`config.mk`:
```
export PLATFORM = sky130hd
export DESIGN_NAME = fpadd_arbiter
export DESIGN_NICKNAME = d
export VERILOG_FILES = /design/src/rtl/fpadd_pkg.sv /design/src/rtl/fpadd_tag_pipe.sv /design/src/rtl/fpadd_arbiter.sv
export SDC_FILE = /design/constraint.sdc
export NUM_CORES = 1
export LEC_CHECK = 0
export CAP_MARGIN = 20
export CORE_MARGIN = 1.5
export CORE_UTILIZATION = 35
export DETAILED_ROUTE_END_ITERATION = 10
export GPL_TIMING_DRIVEN = 0
export PLACE_DENSITY = 0.87
export SYNTH_ARGS = -nofsm -noshare
export SYNTH_HDL_FRONTEND = slang
export SYNTH_SLANG_ARGS = --single-unit
```
`constraint.sdc`:
```
create_clock -name clk -period 2.1 [get_ports clk]
set_input_delay 0.21 -clock clk [delete_from_list [all_inputs] [get_ports clk]]
set_output_delay 0.21 -clock clk [all_outputs]
set_load 0.01 [all_outputs]
```
`src/rtl/fpadd_pkg.sv`:
```
// Shared types and constants for the FP adder arbiter slice.
package fpadd_pkg;

    // Default core latency from issue to result.
    localparam int FPADD_LATENCY = 4;

    // One IEEE-754 single-precision word.
    typedef logic [31:0] fp32_t;

    // Drain sequencer states.
    typedef enum logic [1:0] {
        RUN   = 2'd0,
        DRAIN = 2'd1,
        EMPTY = 2'd2
    } arb_state_e;

    // Ownership tag that travels alongside each in-flight operation.
    typedef struct packed {
        logic valid;
        logic id;
    } tag_t;

endpackage

```
`src/rtl/fpadd_tag_pipe.sv`:
```
// Ownership tag shift register running in lock-step with the FP adder core.
// The tail stage lines up with the core result; any_valid_o reports whether
// any tag (including the one entering now) is still in flight beyond the tail.
module fpadd_tag_pipe
    import fpadd_pkg::*;
#(
    parameter int DEPTH = FPADD_LATENCY
) (
    input  logic clk,
    input  logic rst_n,
    input  tag_t tag_i,
    output tag_t tail_o,
    output logic any_valid_o
);

    tag_t stage_q [DEPTH];

    // Shift tags one stage per cycle; reset discards everything in flight.
    always_ff @(posedge clk or negedge rst_n) begin
        if (!rst_n) begin
            for (int i = 0; i < DEPTH; i++) begin
                stage_q[i] <= '0;
            end
        end else begin
            stage_q[0] <= tag_i;
            for (int i = 1; i < DEPTH; i++) begin
                stage_q[i] <= stage_q[i-1];
            end
        end
    end

    assign tail_o = stage_q[DEPTH-1];

    // Occupancy excluding the tail: the tail's result is delivered this
    // cycle, so the pipe is empty from the next cycle on when this is low.
    always_comb begin
        any_valid_o = tag_i.valid;
        for (int i = 0; i < DEPTH - 1; i++) begin
            any_valid_o = any_valid_o | stage_q[i].valid;
        end
    end

endmodule

```
`src/rtl/fpadd_arbiter.sv`:
```
// Two-requester issue arbiter for a shared fixed-latency FP adder core.
// Accepts operand pairs via valid/ready, issues one pair per cycle, tracks
// ownership of each in-flight op and steers results back to their owner.
// A drain sequencer stops issue and flags when the core is empty.
// Build option: FPADD_ARB_RR_EN selects round-robin tie breaking; without
// it requester 0 always wins ties.
module fpadd_arbiter
    import fpadd_pkg::*;
#(
    parameter int LATENCY = FPADD_LATENCY,
    parameter int NREQ    = 2
) (
    input  logic                  clk,
    input  logic                  rst_n,
    input  logic [NREQ-1:0]       req_valid,
    input  logic [NREQ-1:0][31:0] req_a,
    input  logic [NREQ-1:0][31:0] req_b,
    output logic [NREQ-1:0]       req_ready,
    output logic                  core_valid,
    output logic [31:0]           core_a,
    output logic [31:0]           core_b,
    input  logic [31:0]           core_sum,
    output logic [NREQ-1:0]       rsp_valid,
    output logic [31:0]           rsp_sum,
    input  logic                  drain_req,
    output logic                  drain_done
);

    arb_state_e state_q, state_d;

    logic       core_valid_q, core_valid_d;
    logic       core_id_q, core_id_d;
    fp32_t      core_a_q, core_a_d;
    fp32_t      core_b_q, core_b_d;

    logic [1:0] grant_s;
    logic       win_id_s;
    logic       transfer_s;

    tag_t       issue_tag_s;
    tag_t       tail_tag_s;
    logic       any_valid_s;

`ifdef FPADD_ARB_RR_EN
    logic       last_grant_q, last_grant_d;
`endif

    // Grant selection: only while running; ties broken by pointer or priority.
    always_comb begin
        grant_s  = 2'b00;
        win_id_s = 1'b0;
        if (state_q == RUN) begin
            case (req_valid)
                2'b01: begin
                    grant_s  = 2'b01;
                    win_id_s = 1'b0;
                end
                2'b10: begin
                    grant_s  = 2'b10;
                    win_id_s = 1'b1;
                end
                2'b11: begin
`ifdef FPADD_ARB_RR_EN
                    if (last_grant_q) begin
                        grant_s  = 2'b01;
                        win_id_s = 1'b0;
                    end else begin
                        grant_s  = 2'b10;
                        win_id_s = 1'b1;
                    end
`else
                    grant_s  = 2'b01;
                    win_id_s = 1'b0;
`endif
                end
                default: begin
                    grant_s  = 2'b00;
                    win_id_s = 1'b0;
                end
            endcase
        end else begin
            grant_s  = 2'b00;
            win_id_s = 1'b0;
        end
    end

    assign req_ready  = grant_s;
    assign transfer_s = |(req_valid & grant_s);

    // Issue-stage next state: capture the winner's operands on a transfer.
    always_comb begin
        core_valid_d = transfer_s;
        core_id_d    = core_id_q;
        core_a_d     = core_a_q;
        core_b_d     = core_b_q;
        if (transfer_s) begin
            core_id_d = win_id_s;
            core_a_d  = req_a[win_id_s];
            core_b_d  = req_b[win_id_s];
        end else begin
            core_id_d = core_id_q;
            core_a_d  = core_a_q;
            core_b_d  = core_b_q;
        end
    end

    // Issue-stage registers driving the core.
    always_ff @(posedge clk or negedge rst_n) begin
        if (!rst_n) begin
            core_valid_q <= 1'b0;
            core_id_q    <= 1'b0;
            core_a_q     <= 32'h0000_0000;
            core_b_q     <= 32'h0000_0000;
        end else begin
            core_valid_q <= core_valid_d;
            core_id_q    <= core_id_d;
            core_a_q     <= core_a_d;
            core_b_q     <= core_b_d;
        end
    end

`ifdef FPADD_ARB_RR_EN
    // Pointer next state: moves only when a transfer actually happens.
    always_comb begin
        if (transfer_s) begin
            last_grant_d = win_id_s;
        end else begin
            last_grant_d = last_grant_q;
        end
    end

    // Round-robin pointer; resets to 1 so requester 0 wins the first tie.
    always_ff @(posedge clk or negedge rst_n) begin
        if (!rst_n) begin
            last_grant_q <= 1'b1;
        end else begin
            last_grant_q <= last_grant_d;
        end
    end
`endif

    assign core_valid = core_valid_q;
    assign core_a     = core_a_q;
    assign core_b     = core_b_q;

    // The tag enters alongside the issued operands so its tail meets core_sum.
    always_comb begin
        issue_tag_s.valid = core_valid_q;
        issue_tag_s.id    = core_id_q;
    end

    fpadd_tag_pipe #(
        .DEPTH (LATENCY)
    ) u_tag_pipe (
        .clk         (clk),
        .rst_n       (rst_n),
        .tag_i       (issue_tag_s),
        .tail_o      (tail_tag_s),
        .any_valid_o (any_valid_s)
    );

    // Result steering to the owner recorded in the tail tag.
    always_comb begin
        rsp_valid = 2'b00;
        if (tail_tag_s.valid) begin
            rsp_valid = tail_tag_s.id ? 2'b10 : 2'b01;
        end else begin
            rsp_valid = 2'b00;
        end
    end

    assign rsp_sum = core_sum;

    // Drain sequencer next state.
    always_comb begin
        state_d = state_q;
        case (state_q)
            RUN: begin
                if (drain_req) begin
                    state_d = DRAIN;
                end else begin
                    state_d = RUN;
                end
            end
            DRAIN: begin
                if (!any_valid_s) begin
                    state_d = EMPTY;
                end else begin
                    state_d = DRAIN;
                end
            end
            EMPTY: begin
                if (!drain_req) begin
                    state_d = RUN;
                end else begin
                    state_d = EMPTY;
                end
            end
            default: begin
                state_d = RUN;
            end
        endcase
    end

    // Drain sequencer state register.
    always_ff @(posedge clk or negedge rst_n) begin
        if (!rst_n) begin
            state_q <= RUN;
        end else begin
            state_q <= state_d;
        end
    end

    assign drain_done = (state_q == EMPTY);

endmodule

```
==> reports/results.ini <==
[cts]
cts.sinks = 76
clock_latency_ps = 340
clockRootBuffer = clkbuf_8
cts_tree = done
path_clk_slew_ps = 80
cts_buffer_depth = 2
cts_htree_levels = 3
cts_made_buffers = 9

[detailed_routing]
drtAntennaViolNets = 0
drc = 0
vias = 3200
wl_microns = 11500
via_per_inst = 4.80
drt-initial-drc-count = 134
detail_route.first_pass.iterations = 4
avgRoutedWirePerCell_microns = 17.2

[hold_path]
hold_path.class = register to register

[worst_setup_path]
slowest_delay_ps = 610
crit_chain = buf_4 -> nor3b_1 -> clkdlybuf4s50_1
critical_path_class = register to output port
slowest_stage = clkdlybuf4s50_1
crit_path_end_kind = output port
crit_fanout = 5
cp_data_required_time_ps = 1890
worstPathArrival_ps = 1800
cp-start-kind = register

[floorplanning]
fp.coreArea_sq_mm = 0.0102
die_y_microns = 105
initial_core_util_pct = 35.7
dieArea_sq_mm = 0.0111
die_w_microns = 105
ioPinCount = 267
rows = 37

[synth]
netlist_area_sq_mm = 0.00366
synth_cells = 276
synth.distinct_cells = 19
synth.avg_cell_area_sq_um = 13.3
synth_seq_cells = 76
syn_nets = 441
ys_warn_count = 0
synth_seq_area_share_pct = 52.0

[final_layout]
final_cell_mix = clkdlybuf4s50_1, dfrtp_1, a22o_1, mux2_2, buf_4
finalNonFillerCells = 667
postLayoutCellArea_sq_mm = 0.00645
nets = 691
fill_cells = 816
ff_latch_area_sq_mm = 0.00190
antenna_cells = 0
area_delta_synth_final_pct = 76.4
final_common_cell = clkdlybuf4s50_1
drive_gt1_share_pct = 24.7
multi_input_area_sq_mm = 0.00138

[placed_design]
place_inst = 647
placed_cell_area_sq_mm = 0.00619
place_congestion = 0.727
numPortBuffers = 234
hpwl_microns = 9050

[timing]
finalSetupTns_ps = 0
slew_viol_final = 0
post-route-period-util_pct = 95.6
relSlewSlack_pct = 53.7
worstMarginPinSlew_ps = 695
fmax_mhz = 498
setup_viol = 0
clock_skew_ps = 4.60
hold_viol = 0
rsz0062_at_grt = no
hold_ws_ps = 354
fin_crit_ps = 2010

[pwr]
power_mw = 7.58
power_density_mw_per_mm2 = 1170
p_leak_nw = 2.79
ir_drop_v = 0.000608

[global_routing]
grt_usage_pct = 20.9
grt_pass1_wl_microns = 17900
grt_max_degree = 41
grt_pass1_vias = 3567
antenna_found_initial = 0
grt_overflow = 0

[flow_run]
cap_violations = 0

[run_status]
status = completed

layout make-up:
type,count,area share [%]
Buffer,53,5.59
Multi-Input combinational cell,144,21.4
Sequential cell,76,29.5
Inverter,2,0.116
Tap cell,136,2.64
Clock buffer,11,2.35
Timing Repair Buffer,240,37.2
Clock inverter,5,1.30
timing repair:
action                                  in CTS  in global routing
endpoints found under the setup margin      18                  1
pin swaps                                    1                  1
cloned                                       0                  0
hold endpoints to repair                    39                  0
hold buffers                                 1                  0
resized for setup                            7                  0
buffers inserted                             4                  0
critical path: cells and delay by family (launching register included):
family	cells	cell delay, ps
flops	1	380
buf+inv	2	760
simple gates	1	310
cell usage after synthesis (all sizes together):
cell type	instances	area (sq um)
a22o	64	561
nand2	1	3.75
clkbuf	10	37.5
buf	44	333
nor3	1	5.00
nor2	3	11.3
nor3b	1	7.51
mux2	64	721
or4b	1	13.8
nor2b	3	18.8
o21ai	2	10.0
nand2b	1	6.26
and2	2	12.5
or4	1	7.51
inv	2	7.51
dfrtp	76	1900
cells by family (layout without fill, tap and decap cells):
family,after synthesis,after routing,share of synthesized area (%)
DFF,76,76,52.0
AOI/OAI and AO/OA,66,66,15.6
muxes,64,64,19.7
buffers and inverters,56,311,10.3
and+or+nand+nor,14,14,2.36
layer usage:
layer | GRT usage (%) | share of wire, % | up-vias
met5 | 0 | 0 | -
met4 | 8.61 | 1.9 | 0
met3 | 5.63 | 8.0 | 16
met2 | 38.2 | 53 | 161
met1 | 22.7 | 37 | 1538
li1 | - | - | 1485
power breakdown:
| part | switching, mW | internal [mW] | leakage [nW] | total [mW] |
|---|---|---|---|---|
| clock network | 0.545 | 0.736 | 0.112 | 1.28 |
| registers | 0.387 | 2.21 | 0.890 | 2.60 |
| logic | 1.36 | 2.34 | 1.78 | 3.70 |
flip-flops by register name, indices dropped and copies added (netlist names):
register	count
core_id_q	1
state_q	2
u_tag_pipe.tail_o	2
u_tag_pipe.stage_q	6
core_a	32
core_b	32
core_valid	1
through the flow:
step                util [%]  setup WS (ps)
floorplan                  -            341
global placement        60.3          -1760
detailed placement      60.5           -341
CTS                     63.2           23.0
global route            63.0           7.89
finish                  63.0           92.7
worst paths after layout:
path / from / endpoint / slack [ps] / cells past startpoint
max in group asynchronous: rst_n / core_b[3]$_DFFE_PN0P_ / 1140 / 3
hold reg to reg: u_tag_pipe.stage_q[6]$_DFF_PN0_ / u_tag_pipe.stage_q[4]$_DFF_PN0_ / 350 / 0
hold / removal: u_tag_pipe.stage_q[6]$_DFF_PN0_ / u_tag_pipe.stage_q[4]$_DFF_PN0_ / 350 / 0
setup reg to reg: state_q[1]$_DFF_PN0_ / core_a[31]$_DFFE_PN0P_ / 100 / 5
min in group asynchronous: rst_n / core_a[10]$_DFFE_PN0P_ / 380 / 2
setup / recovery: state_q[1]$_DFF_PN0_ / req_ready[0] / 90 / 3
(Power assumes the default switching activity.)
